**src/rtl/bcd_up_scorer_if.sv**
```systemverilog
// Bonus-addition handshake bundle for bcd_up_scorer.
// The requester owns valid/bcd; the scorer answers with ready/busy.
interface bcd_up_scorer_if;
  logic       valid;
  logic [7:0] bcd;
  logic       ready;
  logic       busy;

  modport master (
    output valid,
    output bcd,
    input  ready,
    input  busy
  );

  modport slave (
    input  valid,
    input  bcd,
    output ready,
    output busy
  );
endinterface

```
**src/rtl/bcd_up_scorer.sv**
```systemverilog
// 6-digit BCD score/distance up-counter with serial bonus additions.
// Define SCORE_SATURATE_EN to pin at 999999 on overflow instead of wrapping.
module bcd_up_scorer #(
  parameter logic [3:0] STEP = 4'h1
) (
  input  logic            clk,
  input  logic            reset,
  input  logic            clear_i,
  input  logic            enable1_i,
  input  logic            enable2_i,
  input  logic            tick_i,
  bcd_up_scorer_if.slave  add_if,
  output logic [3:0]      count1_o,
  output logic [3:0]      count2_o,
  output logic [3:0]      count3_o,
  output logic [3:0]      count4_o,
  output logic [3:0]      count5_o,
  output logic [3:0]      count6_o,
  output logic            sat_o
);

  typedef enum logic {
    IDLE,
    ADD
  } state_e;

  state_e          state_q, state_d;
  logic [5:0][3:0] dig_q, dig_d;
  logic [2:0]      idx_q, idx_d;
  logic [2:0]      pend_q, pend_d;
  logic            carry_q, carry_d;
  logic [7:0]      add_q, add_d;
  logic            sat_q, sat_d;

  logic            eff_tick;
  logic            ready;
  logic [5:0][3:0] inc;
  logic            inc_co;
  logic [3:0]      cur;
  logic [3:0]      addend;
  logic [4:0]      dsum;
  logic [3:0]      dnew;
  logic            dco;
  logic            ov;

  function automatic logic [3:0] clamp9(input logic [3:0] n);
    return (n > 4'd9) ? 4'd9 : n;
  endfunction

  assign eff_tick = tick_i && enable1_i && enable2_i;
  assign ready    = (state_q == IDLE) && (pend_q == 3'd0) && !clear_i;

  // Whole-value +STEP with the carry rippling through all six digits.
  always_comb begin
    logic       c;
    logic [4:0] s;
    c   = 1'b0;
    s   = 5'd0;
    inc = dig_q;
    for (int k = 0; k < 6; k++) begin
      s = {1'b0, dig_q[k]} + {4'd0, c};
      if (k == 0) s = s + {1'b0, STEP};
      if (s > 5'd9) begin
        inc[k] = 4'(s - 5'd10);
        c      = 1'b1;
      end else begin
        inc[k] = s[3:0];
        c      = 1'b0;
      end
    end
    inc_co = c;
  end

  // One digit of the serial bonus addition.
  always_comb begin
    cur = 4'd0;
    for (int k = 0; k < 6; k++) begin
      if (idx_q == 3'(k)) cur = dig_q[k];
    end
    unique case (1'b1)
      (idx_q == 3'd0): addend = add_q[3:0];
      (idx_q == 3'd1): addend = add_q[7:4];
      default:         addend = 4'd0;
    endcase
    dsum = {1'b0, cur} + {1'b0, addend} + {4'd0, carry_q};
    dco  = (dsum > 5'd9);
    dnew = dco ? 4'(dsum - 5'd10) : dsum[3:0];
  end

  always_comb begin
    state_d = state_q;
    dig_d   = dig_q;
    idx_d   = idx_q;
    pend_d  = pend_q;
    carry_d = carry_q;
    add_d   = add_q;
    ov      = 1'b0;
`ifdef SCORE_SATURATE_EN
    sat_d   = sat_q;
`else
    sat_d   = 1'b0;
`endif

    if (clear_i) begin
      state_d = IDLE;
      dig_d   = '0;
      idx_d   = 3'd0;
      pend_d  = 3'd0;
      carry_d = 1'b0;
      sat_d   = 1'b0;
    end else begin
      unique case (state_q)
        IDLE: begin
          if (eff_tick || pend_q != 3'd0) begin
            dig_d  = inc;
            ov     = inc_co;
            pend_d = eff_tick ? pend_q : pend_q - 3'd1;
          end
          if (add_if.valid && ready) begin
            add_d   = {clamp9(add_if.bcd[7:4]), clamp9(add_if.bcd[3:0])};
            idx_d   = 3'd0;
            carry_d = 1'b0;
            state_d = ADD;
          end
        end
        ADD: begin
          for (int k = 0; k < 6; k++) begin
            if (idx_q == 3'(k)) dig_d[k] = dnew;
          end
          carry_d = dco;
          if (eff_tick && pend_q != 3'd7) pend_d = pend_q + 3'd1;
          if (idx_q == 3'd5) begin
            ov      = dco;
            idx_d   = 3'd0;
            state_d = IDLE;
          end else begin
            idx_d = idx_q + 3'd1;
          end
        end
        default: state_d = IDLE;
      endcase

`ifdef SCORE_SATURATE_EN
      // Once saturated the value is pinned; the FSM still runs its course.
      if (sat_q) dig_d = dig_q;
      if (ov) begin
        dig_d = {6{4'h9}};
        sat_d = 1'b1;
      end
`else
      sat_d = ov;
`endif
    end
  end

  always_ff @(posedge clk or posedge reset) begin
    if (reset) begin
      state_q <= IDLE;
      dig_q   <= '0;
      idx_q   <= 3'd0;
      pend_q  <= 3'd0;
      carry_q <= 1'b0;
      add_q   <= 8'd0;
      sat_q   <= 1'b0;
    end else begin
      state_q <= state_d;
      dig_q   <= dig_d;
      idx_q   <= idx_d;
      pend_q  <= pend_d;
      carry_q <= carry_d;
      add_q   <= add_d;
      sat_q   <= sat_d;
    end
  end

  assign add_if.ready = ready;
  assign add_if.busy  = (state_q == ADD);

  assign count1_o = dig_q[0];
  assign count2_o = dig_q[1];
  assign count3_o = dig_q[2];
  assign count4_o = dig_q[3];
  assign count5_o = dig_q[4];
  assign count6_o = dig_q[5];
  assign sat_o    = sat_q;

endmodule

```
**src/flat_wrapper.sv**
```systemverilog
// flat-port wrapper written by rule: the top's interface ports become plain ports
module bcd_up_scorer_flat 
#(
  parameter logic [3:0] STEP = 4'h1
)
  (clk, reset, clear_i, enable1_i, enable2_i, tick_i, count1_o, count2_o, count3_o, count4_o, count5_o, count6_o, sat_o, add_if_valid, add_if_bcd, add_if_ready, add_if_busy);
  bcd_up_scorer_if add_if_i ();
  input  logic clk;
  input  logic reset;
  input  logic clear_i;
  input  logic enable1_i;
  input  logic enable2_i;
  input  logic tick_i;
  output logic [3:0] count1_o;
  output logic [3:0] count2_o;
  output logic [3:0] count3_o;
  output logic [3:0] count4_o;
  output logic [3:0] count5_o;
  output logic [3:0] count6_o;
  output logic sat_o;
  input wire logic [$bits(add_if_i.valid)-1:0] add_if_valid;
  input wire logic [$bits(add_if_i.bcd)-1:0] add_if_bcd;
  output wire logic [$bits(add_if_i.ready)-1:0] add_if_ready;
  output wire logic [$bits(add_if_i.busy)-1:0] add_if_busy;
  assign add_if_i.valid = add_if_valid;
  assign add_if_i.bcd = add_if_bcd;
  assign add_if_ready = add_if_i.ready;
  assign add_if_busy = add_if_i.busy;
  bcd_up_scorer #(.STEP(STEP)) u_core (.clk(clk), .reset(reset), .clear_i(clear_i), .enable1_i(enable1_i), .enable2_i(enable2_i), .tick_i(tick_i), .add_if(add_if_i), .count1_o(count1_o), .count2_o(count2_o), .count3_o(count3_o), .count4_o(count4_o), .count5_o(count5_o), .count6_o(count6_o), .sat_o(sat_o));
endmodule
```
**config.mk**
```make
export PLATFORM = sky130hd
export DESIGN_NAME = bcd_up_scorer_flat
export DESIGN_NICKNAME = d
export VERILOG_FILES = /design/src/rtl/bcd_up_scorer_if.sv /design/src/rtl/bcd_up_scorer.sv /design/src/flat_wrapper.sv
export SDC_FILE = /design/constraint.sdc
export NUM_CORES = 1
export LEC_CHECK = 0
export CAP_MARGIN = 20
export CORE_MARGIN = 5
export CORE_UTILIZATION = 45
export DETAILED_ROUTE_END_ITERATION = 8
export PLACE_DENSITY = 0.7
export SYNTH_ARGS = -nofsm -noshare
export SYNTH_HDL_FRONTEND = slang
export SYNTH_SLANG_ARGS = --single-unit
```
**constraint.sdc**
```tcl
create_clock -name clk -period 8.28 [get_ports clk]
set_input_delay 1.656 -clock clk [delete_from_list [all_inputs] [get_ports clk]]
set_output_delay 1.656 -clock clk [all_outputs]
set_load 0.05 [all_outputs]
```
==> summary.txt <==
Initial DRC Count - 250
Post-Layout Cell Count - 610
Synth Instances - 484
Simple-Gate Fraction of Synth Area - 21.4%
depth of the worst hold-timing path - 2
Post-Route Skew - 0.00298 ns
Slew Viols, Final - 0
area leader, netlist - dfrtp_1
FP Rows - 33
Num CTS Buffers - 5
final worst slack - 0.630 ns
final setup violation count - 0
register clock-pin slew on the reported worst setup and hold paths - 0.07 ns
path type of the worst min-delay path - register to register
met3 usage - 2.73%
period utilisation layout - 92.4%
Hold Buf Count CTS - 0
Util after Layout - 53.9%
root buf cell - clkbuf_8
Setup crit end kind - register
complex-gate fraction of the synthesized area - 28.4%
final net count - 546
Starting Density - 46.5%
startpoint class of the critical path - register
Die Ht - 102 um
Max Root-Sink Buffers - 2
MaxCap Viol Count - 0
largest net degree at the start of global routing - 49
n_diodes - 0
Routed WL - 9.94 mm
most area-consuming cells after synthesis - dfrtp_1 27%, ha_1 7.5%, o21ai_0 6.1%
Critical Path Fanout Max - 8
XOR/XNOR Fraction of Synth Area - 4.33%
hpwl dp - 7.16 mm
Worst path depth - 39
adder-cell share of the synthesized area - 9.06%
cell depth of the worst flop-to-flop path - 39
vias in the first global route - 3267
number of synthesized flops with an enable pin - 0
Yosys reg bits - 41
syn_area_per_cell - 7.94 sq um
Slowest-stage cell, CP - dfrtp_2
kind of cell adding the most delay to the critical path - adder cells
Req. time, crit path - 8.52 ns
post-place setup slack - 0.0770 ns
R2R Setup Slk - 0.63 ns
setup_tns - 0 ns
DP Cell Count - 600
CP Data Arrival Time - 7.89 ns
Max-slew headroom - 43.8%
via count - 3618
CTS H-tree depth - 2
Synth Cell Area - 3840 sq um
area of the core - 8260 sq um
PD cells - 397 nW/um^2
GP Congestion - 0.908
global-route wire length before repair - 16.2 mm
GR peak layer - met2
Ys Warns - 0
most frequent CP cell - ha_1
maximum vdd drop - 0.000171 V
clk sinks - 41
Buf/Inv on CP - 5
GRT overflow - 0
share of cells above drive strength 1 - 9.11%
IO buf count - 41
met2 GRT Util - 31.3%
Peak Freq - 0.131 GHz
Area Overhead vs Synth - 15.9%
most numerous cell in the Yosys netlist - o21ai_0
Seq/Total Area, Yosys - 26.7%
GRT met1 Usage - 26.9%
CTS tree - yes
wire length per cell - 16.3 um
Initial DRT Pass Iterations - 5
initial antenna violation count - 0
post-synthesis mux area share - 4.82%
GR Util All Layers - 19.2%
worst stage delay on the critical path - 0.41 ns
Async S/R FF share, synth - 100%
largest family of logic cells by synthesized area - compound AO/OA/AOI/OAI gates
Hold Fails Final Rpt - 0
Cell variety after synth - 61
clock latency at the later pin of the worst-skew pair - 0.30 ns
Period minus WS final - 7.65 ns
drt drc - 0
die width - 102 um
total nets after synthesis - 525
crit path kind - register to register
vias per std cell - 5.93
ys flop type - dfrtp_1
unrepaired setup endpoints after global routing - false
total die area - 10500 sq um
antenna-violating nets left - 0
io pins - 42
Post-synth top cells - 47 x o21ai_0, 46 x nand2_1, 41 x dfrtp_1
status - complete, no violations
Worst Max-Slew Pin Slew - 0.843 ns
Synth top area share - 26.7%
Lkg Pwr - 1.80 nW
[worst paths after layout]
path,start,endpoint
hold reg to reg,u_core.add_q[1],u_core.add_q[1]
min in group asynchronous,reset,u_core.add_q[0]
setup / recovery,u_core.count1_o[0],u_core.count6_o[1]
max in group asynchronous,reset,u_core.count1_o[1]
hold / removal,u_core.add_q[1],u_core.add_q[1]
setup reg to reg,u_core.count1_o[0],u_core.count6_o[1]
[cell usage in the layout, fill, tap and decap left out, drive strengths merged, types with 4 or more instances in the layout]
master,count
a31oi,6
clkbuf,7
nand3,21
nor2,33
o21ai,47
nand2,46
nor2b,9
ha,23
nor3,18
xnor2,14
buf,6
and2,5
a22o,5
a311oi,6
o21a,6
a221oi,6
mux2,4
dfrtp,41
a21oi,36
o31ai,11
mux2i,14
and3,6
a21o,7
inv,20
xor2,5
nand2b,14
o22ai,5
clkdlybuf4s50,41
[final cells by class]
cell class	instances	area (sq um)
repair buffers	47	455
well taps	105	131
flip-flops and latches	41	1030
inverters	20	75.1
fillers	801	3800
multi-input cells	390	2680
clock buffers	7	86.3
[tightest hold or removal path: stages (launching register included)]
cell and delay, ns:
dfrtp_1 0.35, nand2_1 0.05, o21ai_0 0.06
[metrics by stage]
| stage | cell area (sq um) | hold slack [ns] | power [W] |
|---|---|---|---|
| after global placement | 4280 | 0.462 | 0.00158 |
| final | 4450 | 0.490 | 0.00177 |
| after detailed placement | 4280 | 0.471 | 0.00160 |
| after global routing | 4450 | 0.527 | 0.00192 |
| after CTS | 4360 | 0.488 | 0.00174 |
| after floorplan | 3840 | 0.444 | 0.00130 |
[sequential cells by signal (all words and copies together) (netlist names)]
signal	cells
u_core.count1_o	4
u_core.idx_q	3
u_core.sat_o	1
u_core.count3_o	4
u_core.pend_q	3
u_core.carry_q	1
u_core.count5_o	4
u_core.count2_o	4
u_core.count4_o	4
u_core.add_if.busy	1
u_core.count6_o	4
u_core.add_q	8
[routing by layer]
metal,wire length (um),vias up
met4,157,0
met3,407,16
li1,-,1821
met5,0,-
met2,4720,85
met1,4650,1696
[power by group]
part           internal (W)  leakage (nW)  switching, W  total (W)
registers          0.000270         0.544      0.000123   0.000392
clock network     0.0000662        0.0443     0.0000673   0.000133
logic              0.000484          1.21      0.000757    0.00124
total              0.000820          1.80      0.000947    0.00177
[logic make-up (layout without fill, tap and decap cells)]
logic type                 Yosys count  in the layout
xor gates and xnor gates            19             19
adders and majority gates           26             26
and+or+nand+nor                    167            167
buffers and inverters               53             74
AOI/OAI and AO/OA                  160            160
DFF                                 41             41
muxes                               18             18
[what timing repair did]
item,4_1_cts,5_1_grt
setup endpoints to repair,0,4
resized for setup,0,16
setup buffers,0,3
Power figures use the tool's default switching activity.
